==> config.mk <==
export PLATFORM = sky130hd
export DESIGN_NAME = reg_write_arbiter
export DESIGN_NICKNAME = d
export VERILOG_FILES = /design/src/rtl/reg_write_arbiter.sv
export SDC_FILE = /design/constraint.sdc
export NUM_CORES = 1
export LEC_CHECK = 0
export CORE_MARGIN = 2
export CORE_UTILIZATION = 40
export CTS_CLUSTER_DIAMETER = 40
export DETAILED_ROUTE_END_ITERATION = 7
export PLACE_DENSITY = 0.8
export SLEW_MARGIN = 20
export SYNTH_ARGS = -nofsm -noshare
export SYNTH_HDL_FRONTEND = slang
export SYNTH_SLANG_ARGS = --single-unit
==> constraint.sdc <==
create_clock -name clk -period 2.6 [get_ports clk]
set_input_delay 0.52 -clock clk [delete_from_list [all_inputs] [get_ports clk]]
set_output_delay 0.52 -clock clk [all_outputs]
set_load 0.01 [all_outputs]
==> src/rtl/reg_write_arbiter.sv <==
`default_nettype none
// ============================================================================
// Module      : reg_write_arbiter
// Description : Round-robin arbiter that owns the single register-file write
//               port. Optional macro REG_ARB_ZERO_GUARD_EN suppresses wr_en on
//               grants whose address is register 0.
// Revision    : 1.0 - initial release
// ============================================================================
module reg_write_arbiter #(
    parameter int DATA_WIDTH = 32,
    parameter int ADDR_WIDTH = 5,
    parameter int NUM_REQ    = 4
) (
    input  logic                           clk,
    input  logic                           rst,
    input  logic [NUM_REQ-1:0]             req,
    input  logic [NUM_REQ*ADDR_WIDTH-1:0]  req_addr,
    input  logic [NUM_REQ*DATA_WIDTH-1:0]  req_data,
    output logic [NUM_REQ-1:0]             gnt,
    output logic                           wr_en,
    output logic [ADDR_WIDTH-1:0]          wr_addr,
    output logic [DATA_WIDTH-1:0]          wr_data
);

    localparam int                 c_PTR_W = (NUM_REQ > 1) ? $clog2(NUM_REQ) : 1;
    localparam logic [c_PTR_W-1:0] c_LAST  = c_PTR_W'(NUM_REQ - 1);

    logic [c_PTR_W-1:0]    r_ptr;
    logic [NUM_REQ-1:0]    r_gnt;
    logic                  r_wr_en;
    logic [ADDR_WIDTH-1:0] r_wr_addr;
    logic [DATA_WIDTH-1:0] r_wr_data;

    logic [NUM_REQ-1:0]    w_elig;
    logic                  w_hi_found;
    logic [c_PTR_W-1:0]    w_hi_idx;
    logic [ADDR_WIDTH-1:0] w_hi_addr;
    logic [DATA_WIDTH-1:0] w_hi_data;
    logic                  w_lo_found;
    logic [c_PTR_W-1:0]    w_lo_idx;
    logic [ADDR_WIDTH-1:0] w_lo_addr;
    logic [DATA_WIDTH-1:0] w_lo_data;
    logic                  w_found;
    logic [c_PTR_W-1:0]    w_win;
    logic [ADDR_WIDTH-1:0] w_sel_addr;
    logic [DATA_WIDTH-1:0] w_sel_data;
    logic [NUM_REQ-1:0]    w_onehot;
    logic [c_PTR_W-1:0]    w_next_ptr;
    logic                  w_en_sel;

    // The requester granted this cycle still shows req at the next edge;
    // masking it out prevents the same write being issued twice.
    assign w_elig = req & ~r_gnt;

    // Two lowest-index searches: one restricted to indices >= ptr, one over
    // all indices. The restricted hit wins; otherwise the search has wrapped.
    always_comb begin
        w_hi_found = 1'b0;
        w_hi_idx   = '0;
        w_hi_addr  = '0;
        w_hi_data  = '0;
        w_lo_found = 1'b0;
        w_lo_idx   = '0;
        w_lo_addr  = '0;
        w_lo_data  = '0;
        for (int i = NUM_REQ - 1; i >= 0; i--) begin
            if (w_elig[i]) begin
                w_lo_found = 1'b1;
                w_lo_idx   = c_PTR_W'(i);
                w_lo_addr  = req_addr[i*ADDR_WIDTH +: ADDR_WIDTH];
                w_lo_data  = req_data[i*DATA_WIDTH +: DATA_WIDTH];
                if (c_PTR_W'(i) >= r_ptr) begin
                    w_hi_found = 1'b1;
                    w_hi_idx   = c_PTR_W'(i);
                    w_hi_addr  = req_addr[i*ADDR_WIDTH +: ADDR_WIDTH];
                    w_hi_data  = req_data[i*DATA_WIDTH +: DATA_WIDTH];
                end
            end
        end
    end

    assign w_found    = w_hi_found | w_lo_found;
    assign w_win      = w_hi_found ? w_hi_idx  : w_lo_idx;
    assign w_sel_addr = w_hi_found ? w_hi_addr : w_lo_addr;
    assign w_sel_data = w_hi_found ? w_hi_data : w_lo_data;
    assign w_next_ptr = (w_win == c_LAST) ? '0 : w_win + 1'b1;

    generate
        for (genvar g = 0; g < NUM_REQ; g++) begin : g_onehot
            assign w_onehot[g] = (w_win == c_PTR_W'(g));
        end
    endgenerate

`ifdef REG_ARB_ZERO_GUARD_EN
    // Register 0 is hardwired to zero: grant and advance, but never write it.
    assign w_en_sel = (w_sel_addr != '0);
`else
    assign w_en_sel = 1'b1;
`endif

    always_ff @(posedge clk or negedge rst) begin
        if (!rst) begin
            r_ptr     <= '0;
            r_gnt     <= '0;
            r_wr_en   <= 1'b0;
            r_wr_addr <= '0;
            r_wr_data <= '0;
        end else if (w_found) begin
            r_ptr     <= w_next_ptr;
            r_gnt     <= w_onehot;
            r_wr_en   <= w_en_sel;
            r_wr_addr <= w_sel_addr;
            r_wr_data <= w_sel_data;
        end else begin
            r_gnt     <= '0;
            r_wr_en   <= 1'b0;
        end
    end

    assign gnt     = r_gnt;
    assign wr_en   = r_wr_en;
    assign wr_addr = r_wr_addr;
    assign wr_data = r_wr_data;

endmodule
`default_nettype wire

### Word-level counts from Yosys, hierarchy flattened

Cells that the tools add are included.

| word-level totals | value |
|---|---|
| register bits | 44 |
| input bits | 154 |
| output and inout bits | 42 |
| logic and storage cells | 71 |

| operators by class | value |
|---|---|
| $add $sub $neg | 1 |
| order comparisons | 4 |
| equal/unequal tests | 3 |
| muxes and demuxes | 54 |
| bitwise logic cells | 3 |
| reduce and logical (&&, ||, !) cells | 1 |

Operators with widths:

| kind | count |
|---|---|
| 32-bit two-way mux | 13 |
| 5-bit two-way mux | 13 |
| 2-bit two-way mux | 14 |
| 1-bit two-way mux | 13 |
| 4-bit bitwise AND | 1 |
| 2-bit == test (second input constant) | 2 |
| 1-bit by 2-bit greater-or-equal comparator with 1-bit output (first input constant) | 2 |
| 2-bit greater-or-equal comparator (first input constant) | 2 |
| 4-bit two-way mux | 1 |
| 4-bit NOT | 1 |
| 2-bit by 1-bit adder with 2-bit output (second input constant) | 1 |
| 2-bit by 1-bit == test with 1-bit output (second input constant) | 1 |
| 2-bit zero test | 1 |
| 1-bit bitwise OR | 1 |

### Logic depth before layout (Yosys ltp)

| depth | value |
|---|---|
| depth in word-level cells | 12 |
| gate-level depth with buffers | 10 |
| depth with buffers taken out | 8 |

### Worst setup path before layout

Ideal clock, no wire load.

| timing path | value |
|---|---|
| path type | input-to-reg |
| from | input port req[1] |
| to | register r_ptr[1] |
| setup time | 128 ps |
| arrival time | 1871 ps |
| data required time | 2472 ps |
| path slack | 601 ps |
| stages on the path | 9 |
| buffers on the path | 2 |
| path through | nand2b_1 buf_2 nand2_1 clkbuf_1 nor2_1 o31a_1 ha_1 nand2_1 o21ai_0 |

| between the ends | value |
|---|---|
| cells in the longest elaborated chain, start to end | 7 |
| elaborated cells between the ends (all ways) | 16 |
| those cells by class | add/sub: 1; eq/ne: 1; mux: 12; bitwise: 2 |

RTL lines:

| element | RTL line | RTL |
|---|---|---|
| start, declared | 16 | `input logic [NUM_REQ-1:0] req,` |
| 4-bit bitwise AND * | 53 | `assign w_elig = req & ~r_gnt;` |
| 2-bit two-way mux or 1-bit two-way mux (tied branches) | 67 | `if (w_elig[i]) begin` |
| 2-bit two-way mux or 1-bit two-way mux (tied branches) | 72 | `if (c_PTR_W'(i) >= r_ptr) begin` |
| 2-bit two-way mux or 1-bit two-way mux (tied branches) | 67 |  |
| 2-bit two-way mux * | 83 | `assign w_win = w_hi_found ? w_hi_idx : w_lo_idx;` |
| 2-bit by 1-bit adder with 2-bit output or 2-bit == test (tied branches) | 86 | `assign w_next_ptr = (w_win == c_LAST) ? '0 : w_win + 1'b1;` |
| 2-bit two-way mux * | 86 |  |
| named net w_next_ptr[1] | 48 | `logic [c_PTR_W-1:0] w_next_ptr;` |
| end signal, assigned | 109 | `r_ptr <= w_next_ptr;` |
| end, declared | 28 | `logic [c_PTR_W-1:0] r_ptr;` |

Mark *: on every way through the listed nets, which the timed path passes. The rest lies on a longest branch.
A chain may end at the register's enable or synchronous reset.

### Worst setup path after layout

| timing path | value |
|---|---|
| from | input port req[0] |
| to | register r_wr_addr[0], in the netlist wr_addr[0] |

| between the ends | value |
|---|---|
| cells in the longest elaborated chain, start to end | 3 |
| elaborated cells between the ends (all ways) | 7 |
| those cells by class | mux: 5; bitwise: 2 |

RTL lines:

| element | RTL line | RTL |
|---|---|---|
| 4-bit bitwise AND * | 53 |  |
| 5-bit two-way mux or 1-bit two-way mux (tied branches) | 67 |  |
| 5-bit two-way mux or 1-bit bitwise OR (tied branches) | 84, 82 |  |
| end signal, assigned | 112 | `r_wr_addr <= w_sel_addr;` |
| end, declared | 31 | `logic [ADDR_WIDTH-1:0] r_wr_addr;` |

Every way passes the cells marked *; elsewhere a longest branch is shown, timed or not.

==> reports/qor_table.md <==
| Result | This run | Unit |
|---|---|---|
| Outcome | finished clean | - |
| Number of rows in the core area | 34 | - |
| Number of hold-slack violations in the final timing report | 0 | - |
| Startpoint of the worst setup timing path | req[0] | - |
| Register clock-pin slew on the reported worst setup and hold paths | 0.09 | ns |
| Final routed wirelength across all metal layers | 16.1 | mm |
| Pin count of the biggest net entering global routing | 45 | - |
| Launch point of the worst reg-to-reg path | r_ptr[0] | - |
| Syn Area/Cell | 7.98 | um^2 |
| Sequential share of the synthesized area | 30.9 | % |
| Clock Sinks | 44 | - |
| Max IR drop VDD | 0.562 | mV |
| CP Data Required Time | 2.79 | ns |
| Hold-fix buffers at CTS | 0 | - |
| Dominant combinational cell family by area after synthesis | compound AO/OA/AOI/OAI gates | - |
| Overall die height | 98.3 | um |
| Post-route setup slack | 0.405 | ns |
| Area share of xor/xnor cells in the synthesized design | 0 | % |
| Clock buffer count from CTS | 5 | - |
| Simple-gate share of the synthesized area | 19.1 | % |
| Post-route clock period utilization | 84.4 | % |
| Post-Route Hold Slack | 0.169 | ns |
| Commonest non-fill, non-tap cell in the layout | sky130_fd_sc_hd__clkdlybuf4s50_1 | - |
| Area of placed instances | 5740 | um^2 |
| Post-detailed-route count of antenna-violating nets | 0 | - |
| Final standard cell area without fillers | 5820 | um^2 |
| Setup repair after global routing missed its margin | no | - |
| Critical path cell sequence | clkdlybuf4s50_1 > or4b_4 > a21boi_4 > nand3_4 > buf_12 > nor3_1 > a211o_1 | - |
| Number of antenna violations at the first check in global routing | 0 | - |
| Relative max-transition margin | 68.6 | % |
| Slew @ Worst Pin | 0.470 | ns |
| Number of nets in the finished design | 785 | - |
| LEAKAGE | 2.26 | nW |
| Cell types with the largest area share after synthesis | sky130_fd_sc_hd__dfrtp_1 31%, sky130_fd_sc_hd__o22ai_1 12%, sky130_fd_sc_hd__a211o_1 8.4%, sky130_fd_sc_hd__a221oi_1 8.4%, sky130_fd_sc_hd__a31oi_1 6.5% | - |
| Ports placed on the boundary | 196 | - |
| Die Area | 9670 | um^2 |
| Arrival time of data at the critical path endpoint | 2.39 | ns |
| Post-synth net total | 604 | - |
| Top delay family on crit path | buffers and inverters | - |
| Number of gates on the worst path with buffers counted | 7 | - |
| DRC viols | 0 | - |
| Maximum fanout along the worst path | 30 | - |
| Commonest non-fill, non-tap cells in the layout | 194 x sky130_fd_sc_hd__clkdlybuf4s50_1, 69 x sky130_fd_sc_hd__o22ai_1, 45 x sky130_fd_sc_hd__nand2_1, 44 x sky130_fd_sc_hd__dfrtp_1, 40 x sky130_fd_sc_hd__nand3_1 | - |
| Clock Skew | 0.0150 | ns |
| Slowest cell delay on critical path | 0.50 | ns |
| Worst-case register-to-register setup slack | 0.49 | ns |
| Cell with the largest stage delay on the worst path | sky130_fd_sc_hd__clkdlybuf4s50_1 | - |
| Setup CP Type | primary input to register | - |
| Crit. End Element | register | - |
| Area of the mapped netlist | 3560 | um^2 |
| Maximum clock frequency | 456 | MHz |
| Residual overflow from global routing | 0 | - |
| Count of placed standard cells including taps | 728 | - |
| Number of synthesized flops with an enable pin | 0 | - |
| Clock tree from TritonCTS | yes | - |
| Largest buffer count on any clock path | 2 | - |
| Antenna diode count | 0 | - |
| Pre-CTS setup slack | 0.0842 | ns |
| Proportion of synthesized area in mux cells | 0 | % |
| Power density over cell area | 959 | nW/um^2 |
| # fillers | 747 | - |
| Worst hold path type | primary input to async pin | - |
| Die extent in x | 98.3 | um |
| Most area-hungry cell type in the Yosys netlist | sky130_fd_sc_hd__dfrtp_1 | - |
| Total Negative Setup Slacks | 0 | ns |
| Worst reg2reg endpoint | wr_addr[0] | - |
| Library cells used by synthesis | 31 | - |
| Ys async rst share | 100 | % |
| Compound-Gate Fraction of Synth Area | 41.0 | % |
| Bufs and invs on worst path | 2 | - |
| Utilization after layout | 67.1 | % |
| Number of global-route vias before repair | 4949 | - |
| Root buffer selected by CTS | sky130_fd_sc_hd__clkbuf_8 | - |
| Number of warnings issued by yosys | 0 | - |
| Mean number of vias per cell | 6.74 | - |
| Number of cells on the worst reg-to-reg path | 6 | - |
| Fin. max-slew vios | 0 | - |
| Htree depth | 2 | - |
| Post-CTS setup repair buffer count | 0 | - |
| Number of buffers inserted by port buffering | 195 | - |
| Clock network latency to the later pin of the worst-skew pair | 0.32 | ns |
| Vias after detailed routing | 4963 | - |
| Yosys top cell area share | 30.9 | % |
| Gate count of the mapped netlist | 446 | - |
| Detailed Route Iter0 Violations | 630 | - |
| Routability congestion estimate | 0.949 | - |
| Count of final setup violators | 0 | - |
| Cells resized by post-CTS repair | 0 | - |
| Filler-free cell count of the finished design | 736 | - |
| Dpl hpwl | 11.0 | mm |
| Average routed wire per standard cell | 21.9 | um |
| Sum of internal, switching and leakage power | 5.59 | mW |
| Primary FF master, synth | sky130_fd_sc_hd__dfrtp_1 | - |
| Pre-antenna DRT Iters | 5 | - |
| End point of the critical path | wr_addr[0] | - |
| #FFs+latches synth | 44 | - |
| Crit start category | primary input | - |
| Wire length of the first global-routing pass | 26.0 | mm |
| Layout Area Growth over Synthesis | 63.6 | % |
| Adder-Cell Fraction of Synth Area | 1.41 | % |
| Ratio of cells with drive above 1 in the final layout | 8.12 | % |
| Initial cell density of the core | 41.0 | % |
| Maxcap violations | 0 | - |
| Fin crit period | 2.20 | ns |
| Overall routing resource usage | 32.8 | % |
| Core Footprint | 8680 | um^2 |
==> Yosys cell counts (4+ instances only) <==
library cell and n:
sky130_fd_sc_hd__nand3_1 40, sky130_fd_sc_hd__a221oi_1 34, sky130_fd_sc_hd__clkbuf_1 35, sky130_fd_sc_hd__o221ai_1 4
sky130_fd_sc_hd__inv_1 4, sky130_fd_sc_hd__a211o_1 34, sky130_fd_sc_hd__nand2b_1 4, sky130_fd_sc_hd__a31oi_1 37
sky130_fd_sc_hd__nor3_1 38, sky130_fd_sc_hd__dfrtp_1 44, sky130_fd_sc_hd__a21oi_1 7, sky130_fd_sc_hd__and2_1 4
sky130_fd_sc_hd__buf_2 9, sky130_fd_sc_hd__buf_6 5, sky130_fd_sc_hd__nor2b_1 4, sky130_fd_sc_hd__ha_1 4
sky130_fd_sc_hd__nand2_1 45, sky130_fd_sc_hd__o21ai_0 6, sky130_fd_sc_hd__o22ai_1 69
==> sequential cells by signal, indices dropped and copies added, names as in the netlist <==
name	cells
wr_en	1
wr_addr	5
r_ptr	2
wr_data	32
gnt	4
==> worst min path at each step <==
stage	startpoint	end	cells after the start
after CTS	rst	wr_data[5]	2
after detailed placement	wr_data[4]	wr_data[4]	1
after global routing	rst	wr_data[5]	2
final	rst	wr_data[5]	2
after global placement	wr_data[21]	wr_data[21]	1
after floorplan	rst	gnt[0]	0
==> metal layers <==
layer | vias to the layer above | GRT usage, % | part of all wire [%]
met5 | - | 0 | 0
met3 | 56 | 7.09 | 11
li1 | 2166 | - | -
met1 | 2336 | 43.6 | 39
met4 | 0 | 11.8 | 3.6
met2 | 405 | 52.7 | 46
==> cells by family after synthesis <==
family / Yosys count
flops: 44
fa+ha+maj: 4
compound gates: 201
buf+inv: 57
simple gates: 140
==> report_power, final <==
part           leakage [nW]  switching [mW]  total (mW)  internal, mW
registers             0.509           0.249        1.29          1.04
clock network        0.0479           0.267       0.455         0.188
logic                  1.70            1.97        3.84          1.88
==> cell type report <==
cell class | instances | area [um^2] | area share (%)
clock buffer | 5 | 68.8 | 1.18
clock inverter | 3 | 18.8 | 0.322
inverter | 4 | 15.0 | 0.258
multi-input combinational | 345 | 2230 | 38.4
sequential | 44 | 1100 | 18.9
tap | 108 | 135 | 2.32
timing repair buffer | 227 | 2250 | 38.6
Power figures use the tool's default switching activity.
